[src/rtl/ddr_ring_dma.sv]
// ddr_ring_dma: burst DMA between input FIFO, MIG p0 port and output FIFO over a circular DDR region
module ddr_ring_dma #(
    parameter int DATA_W     = 32,
    parameter int BL         = 32,
    parameter int RING_WORDS = 4096,
    parameter int OB_DEPTH   = 1023,
    parameter int HEADROOM   = 20,
    parameter int CNT_W      = 10
) (
    input  logic                          clk,
    input  logic                          reset,
    input  logic                          writes_en,
    input  logic                          reads_en,
    input  logic                          calib_done,
    input  logic [29:0]                   base_addr,
    output logic                          ib_re,
    input  logic [DATA_W-1:0]             ib_data,
    input  logic [CNT_W-1:0]              ib_count,
    output logic                          ob_we,
    output logic [DATA_W-1:0]             ob_data,
    input  logic [CNT_W-1:0]              ob_count,
    output logic                          p0_cmd_en,
    output logic [2:0]                    p0_cmd_instr,
    output logic [5:0]                    p0_cmd_bl,
    output logic [29:0]                   p0_cmd_byte_addr,
    input  logic                          p0_cmd_full,
    output logic                          p0_wr_en,
    output logic [DATA_W-1:0]             p0_wr_data,
    output logic [DATA_W/8-1:0]           p0_wr_mask,
    input  logic                          p0_wr_full,
    output logic                          p0_rd_en,
    input  logic [DATA_W-1:0]             p0_rd_data,
    input  logic                          p0_rd_empty,
    output logic [$clog2(RING_WORDS):0]   fill_words,
    output logic                          busy
);
    localparam int PW = $clog2(RING_WORDS);
    localparam int FW = PW + 1;
    typedef enum logic [2:0] {IDLE, WR_DATA, WR_CMD, RD_CMD, RD_DATA} state_t;
    state_t state, nxt;
    logic [PW-1:0] wptr, rptr;
    logic [29:0] base_q;
    logic [6:0] re_cnt, dn_cnt;
    logic last_wr, wr_ok, rd_ok, wr_done, rd_done;
    always_comb begin
        wr_ok = writes_en && int'(ib_count) >= BL && int'(fill_words) + BL <= RING_WORDS && !p0_wr_full;
        rd_ok = reads_en && int'(fill_words) >= BL && int'(ob_count) <= OB_DEPTH - HEADROOM - BL;
        ib_re = state == WR_DATA && int'(re_cnt) < BL;
        p0_rd_en = state == RD_DATA && !p0_rd_empty;
        ob_we = p0_rd_en;
        ob_data = p0_rd_en ? p0_rd_data : '0;
        p0_wr_data = p0_wr_en ? ib_data : '0;
        p0_wr_mask = '0;
        p0_cmd_en = (state == WR_CMD || state == RD_CMD) && !p0_cmd_full;
        p0_cmd_instr = p0_cmd_en && state == RD_CMD ? 3'b001 : 3'b000;
        p0_cmd_bl = p0_cmd_en ? 6'(BL - 1) : '0;
        p0_cmd_byte_addr = p0_cmd_en ? base_q + (30'(state == RD_CMD ? rptr : wptr) << 2) : '0;
        wr_done = p0_wr_en && dn_cnt == 7'(BL - 1);
        rd_done = p0_rd_en && dn_cnt == 7'(BL - 1);
        busy = state != IDLE;
    end
    // Ties go to the op opposite the last one completed, so neither side starves
    always_comb begin
        nxt = state;
        case (state)
            IDLE:    nxt = !calib_done ? IDLE : (wr_ok && (!rd_ok || !last_wr)) ? WR_DATA : rd_ok ? RD_CMD : IDLE;
            WR_DATA: nxt = wr_done ? WR_CMD : WR_DATA;
            WR_CMD:  nxt = p0_cmd_full ? WR_CMD : IDLE;
            RD_CMD:  nxt = p0_cmd_full ? RD_CMD : RD_DATA;
            RD_DATA: nxt = rd_done ? IDLE : RD_DATA;
            default: nxt = IDLE;
        endcase
    end
    always_ff @(posedge clk or posedge reset)
        if (reset) state <= IDLE;
        else state <= nxt;
    always_ff @(posedge clk or posedge reset) begin
        if (reset) begin
            wptr <= '0;
            rptr <= '0;
            fill_words <= '0;
            base_q <= '0;
            re_cnt <= '0;
            dn_cnt <= '0;
            last_wr <= 1'b0;
            p0_wr_en <= 1'b0;
        end else begin
            p0_wr_en <= ib_re;
            re_cnt <= state == WR_DATA ? re_cnt + 7'(ib_re) : '0;
            dn_cnt <= (state == WR_DATA || state == RD_DATA) ? dn_cnt + 7'(p0_wr_en | p0_rd_en) : '0;
            if (state == IDLE) base_q <= base_addr;
            if (state == WR_CMD && !p0_cmd_full) begin
                wptr <= wptr == PW'(RING_WORDS - BL) ? '0 : wptr + PW'(BL);
                fill_words <= fill_words + FW'(BL);
                last_wr <= 1'b1;
            end
            if (rd_done) begin
                rptr <= rptr == PW'(RING_WORDS - BL) ? '0 : rptr + PW'(BL);
                fill_words <= fill_words - FW'(BL);
                last_wr <= 1'b0;
            end
        end
    end
endmodule

[config.mk]
export PLATFORM = sky130hd
export DESIGN_NAME = ddr_ring_dma
export DESIGN_NICKNAME = d
export VERILOG_FILES = /design/src/rtl/ddr_ring_dma.sv
export SDC_FILE = /design/constraint.sdc
export NUM_CORES = 1
export LEC_CHECK = 0
export ABC_CLOCK_PERIOD_IN_PS = 3300
export BUFFER_PORTS_ARGS = -buffer_cell sky130_fd_sc_hd__clkbuf_2
export CORE_MARGIN = 2
export CORE_UTILIZATION = 47
export DETAILED_ROUTE_END_ITERATION = 6
export GPL_ROUTABILITY_DRIVEN = 0
export GPL_TIMING_DRIVEN = 0
export MAX_ROUTING_LAYER = met4
export PLACE_DENSITY = 0.82
export REMOVE_ABC_BUFFERS = 1
export SYNTH_ARGS = -nofsm -noshare
export SYNTH_HDL_FRONTEND = slang
export SYNTH_SLANG_ARGS = --single-unit
[constraint.sdc]
create_clock -name clk -period 3.3 [get_ports clk]
set_input_delay 0.33 -clock clk [delete_from_list [all_inputs] [get_ports clk]]
set_output_delay 0.33 -clock clk [all_outputs]
set_load 0.02 [all_outputs]
; After elaboration in Yosys (flattened, before gate mapping)
; Index checks and enable logic that the tools add are counted.
[totals]
elab_cells = 76
ff_bits = 86
input_bits = 122
[op_classes]
bitwise = 1
n_mux = 22
order_cmp = 5
n_reduce_logical = 24
n_eq_ne = 7
addsub = 8
[ops]
columns = cell, count
row1 = $mux 32, 2
row2 = $mux 12, 3
row3 = $add 30x14->30, 1
row4 = $mux 30, 1
row5 = $mux 13, 2
row6 = $add 12x6->12 const B, 2
row7 = $eq 12x12->1 const B, 2
row8 = $pmux 3 s5, 1
row9 = $add 13x6->14 const B, 1
row10 = $add 7x1->7, 2
row11 = $le 14x13->1 const B, 1
row12 = $mux 7, 2
row13 = $add 13x6->13 const B, 1
row14 = $ge 13x6->1 const B, 1
row15 = $logic_and 1x1->1, 13
row16 = $sub 13x6->13 const B, 1
row17 = $ge 10x6->1 const B, 1
row18 = $le 10x10->1 const B, 1
row19 = $mux 2, 5
row20 = $eq 7x5->1 const B, 1
row21 = $lt 7x6->1 const B, 1
row22 = $eq 3x2->1 const B, 2
row23 = $mux 3, 2
row24 = $logic_not 1->1, 5
row25 = 9 further kinds, 13

; Depth between registers and ports, before layout
[depth]
depth_word = 9
mapped_depth = 12

; Worst setup path after synthesis
; No wires, ideal clock.
[synth_path]
kind = register to output
startpoint = reg state[1]
endpoint = out p0_cmd_byte_addr[29]
t_required_ns = 2.970
path_stages_with_launch = 13
t_arrival_ns = 2.891
slack_ns = 0.079
n_path_buf = 3
path_cell_list = dfrtp_1 > buf_6 > nor2b_1 > nand2_1 > mux2_2 > ha_1 > buf_2 > a21o_1 > or3_1 > o2bb2ai_2 > buf_2 > o21ai_0 > a21oi_1
[synth_via]
elab_chain_len = 4
[synth_rtl]
columns = item, line_no
row1 = "start, declared", 40  ; state_t state, nxt;
row2 = "start signal, assigned", 76  ; else state <= nxt;
row3 = "$eq 3x2->1, on equally long branches", "54, 57"
row4 = $mux 12 or $logic_or 1x1->1 (tied branches), "57, 54"
row5 = $add 30x14->30 or $logic_and 1x1->1 (tied branches), "57, 54"
row6 = $mux 30 *, 57  ; p0_cmd_byte_addr = p0_cmd_en ? base_q + (30'(state == RD_CMD ? rptr : wptr) << 2) : '0;
row7 = "end, declared", 25  ; output logic [29:0] p0_cmd_byte_addr,
; Every way passes the cells marked *; elsewhere a longest branch is shown, timed or not.

; Worst setup path after layout
[layout_path]
startpoint = reg state[2]
endpoint = out p0_cmd_byte_addr[19]
; Same word-level chain as after synthesis.

==> out/results.txt <==
most common library cell in the layout ignoring fill and taps: clkbuf_2
Final min period: 3.36 ns
PortBufs: 228
die footprint: 11400 µm²
final setup vio count: 4
Hold Violations, Final: 0
design area: 6630 µm²
setup slack after layout: -0.0579 ns
Unique masters post-synth: 57
root buffer cell: clkbuf_8
worst clock skew: 0.0108 ns
Max VDD drop: 363 µV
asr flop ratio synth: 100%
CTS tree: yes
Hold WC Path Type: input pin to asynchronous set/reset pin
vias in the first global route: 4714
Inserted Clock Buffers: 9
Clk Latency, worst-skew pair: 0.35 ns
max-cap violations: 0
Vert. Die Dim: 107 µm
period utilization: 102%
Cell Pwr Density: 485 nW/µm²
Area Overhead vs Synth: 33.3%
clock slew at reported path FFs: 0.08 ns
DRT Pass-1 Iters: 5
CP Capture Type: primary output
slew at the pin with the worst max-slew slack: 1.22 ns
Worst Path Max Fanout: 8
WL final: 14800 µm
Core Rows: 37
clock tree buffer depth: 2
first-pass GRT wire length: 22600 µm
Setup CP Type: register to primary output
layout cell share with drive strength beyond 1: 42.9%
RSZ-0062 raised after global routing: true
Worst Path Required: 2.97 ns
Peak Freq: 298 MHz
fin. max-slew vios: 0
LEAKAGE: 3.28 nW
area of the mapped netlist: 4970 µm²
Place WS: -0.488 ns
Initial Utilization: 48.4%
io pins: 248
Rel. slew slack: 18.7%
H-tree depth: 3
violated checks: negative setup slack
Gate Count Post-Synth: 555
placed instance area: 6080 µm²
Most used DFF post-synth: dfrtp_1
status: finished with violations
Overall Global Routing Usage: 25.3%
via density per instance: 5.36
critical path arrival: 3.03 ns
EDFF count, synth: 0
# nets final: 913
DR vias: 4906
DR DRC count: 0
pin count of the biggest net entering global routing: 72
antenna violations before repair: 1
FF-to-FF End: rptr[7]
Post-DP HPWL: 10500 µm
Die Wd: 107 µm
Yosys warning count: 0
CTS sink count: 71
grt total ovfl: 0
FF-to-FF Start: state[1]
Avg Inst Size Synth: 8.95 µm²
core area: 10300 µm²
reg2reg path depth: 6
Critical Path Start Type: register
initial drt markers: 265
commonest non-fill, non-tap cells in the layout: clkbuf_2 (215), and2_1 (74), dfrtp_1 (68)
DRT antenna net count: 0
sequential element share of the synthesized area: 35.8%
reg-to-reg slack, setup: 0.43 ns
average wire per standard cell: 16.2 µm
post-synthesis register bit count: 71
==> cells in the mapped netlist (all sizes together) (12+ instances only) <==
cell	instances	area, µm²
and2	74	463
dfrtp	71	1780
nand2	48	180
nor2	40	155
buf	34	243
mux2	34	383
a21oi	31	155
nand3	20	105
o21ai	20	100
ha	18	225
xnor2	16	140
xor2	16	140
clkbuf	15	56.3
inv	12	45.0
==> worst max path at each step <==
stage               startpoint              endpoint  depth (start not counted)
floorplan             state[1]  p0_cmd_byte_addr[14]                          9
global placement      state[1]  p0_cmd_byte_addr[22]                         10
detailed placement    state[1]  p0_cmd_byte_addr[22]                         10
CTS                   state[1]  p0_cmd_byte_addr[14]                         10
global route          state[2]  p0_cmd_byte_addr[19]                         10
finish                state[2]  p0_cmd_byte_addr[19]                         10
==> layer usage <==
layer,wire (µm),track usage [%],vias up
li1,-,-,2331
met2,7360,42.3,228
met4,243,6.77,0
met3,1070,4.98,22
met5,0,-,-
met1,6150,31.7,2325
==> flip-flops by register name, indices dropped and copies added (netlist names) <==
register and count:
wptr 7, p0_wr_en 1, dn_cnt 7, state 3
last_wr 1, re_cnt 7, base_q 30, rptr 7
fill_words 8
==> logic make-up after synthesis <==
logic type	after synthesis	share of synthesized area, %
mux	38	8.51
xor+xnor	32	5.64
buf+inv	62	7.00
compound gates	92	12.1
fa+ha+maj	18	4.53
other cells	1	0.0755
flops	71	35.8
simple gates	241	26.4
==> critical path: stages, from the launching register on <==
cell	delay (ns)
dfrtp_2	0.43
nor2b_4	0.17
nand2_4	0.11
mux2_4	0.33
ha_4	0.26
a21o_1	0.21
or3_4	0.37
o2bb2ai_4	0.29
o21ai_1	0.13
a21oi_1	0.17
buf_4	0.20
==> timing repair <==
action,CTS,global route
setup buffers,4,8
hold buffers,0,0
setup endpoints to repair,27,20
pin swaps,4,12
gates cloned,2,0
gates resized for setup,27,45
==> layout make-up <==
type	count	area [µm²]
Clock inverter	5	56.3
Multi-Input combinational cell	436	3110
Sequential cell	71	1780
Antenna cell	1	2.50
Clock buffer	11	151
Tap cell	136	170
Timing Repair Buffer	242	1300
Fill cell	847	3650
Inverter	13	52.6
==> stage by stage <==
| stage | utilization, % | hold slack [ns] | std cells | total power [mW] | setup TNS [ns] |
|---|---|---|---|---|---|
| global route | 64.5 | 0.204 | 915 | 3.41 | -0.983 |
| global placement | 58.6 | 0.467 | 882 | 2.26 | -3.59 |
| detailed placement | 59.1 | 0.466 | 884 | 2.33 | -5.52 |
| finish | 64.5 | 0.160 | 915 | 3.22 | -0.114 |
| CTS | 63.0 | 0.186 | 906 | 3.14 | 0 |
| floorplan | - | 0.447 | 518 | 1.99 | -0.0862 |
==> where the power goes <==
part	internal, mW	leakage (nW)	switching, mW
combinational	0.545	2.27	0.556
sequential	1.10	0.904	0.265
clock	0.390	0.105	0.356
Power figures use the tool's default switching activity.
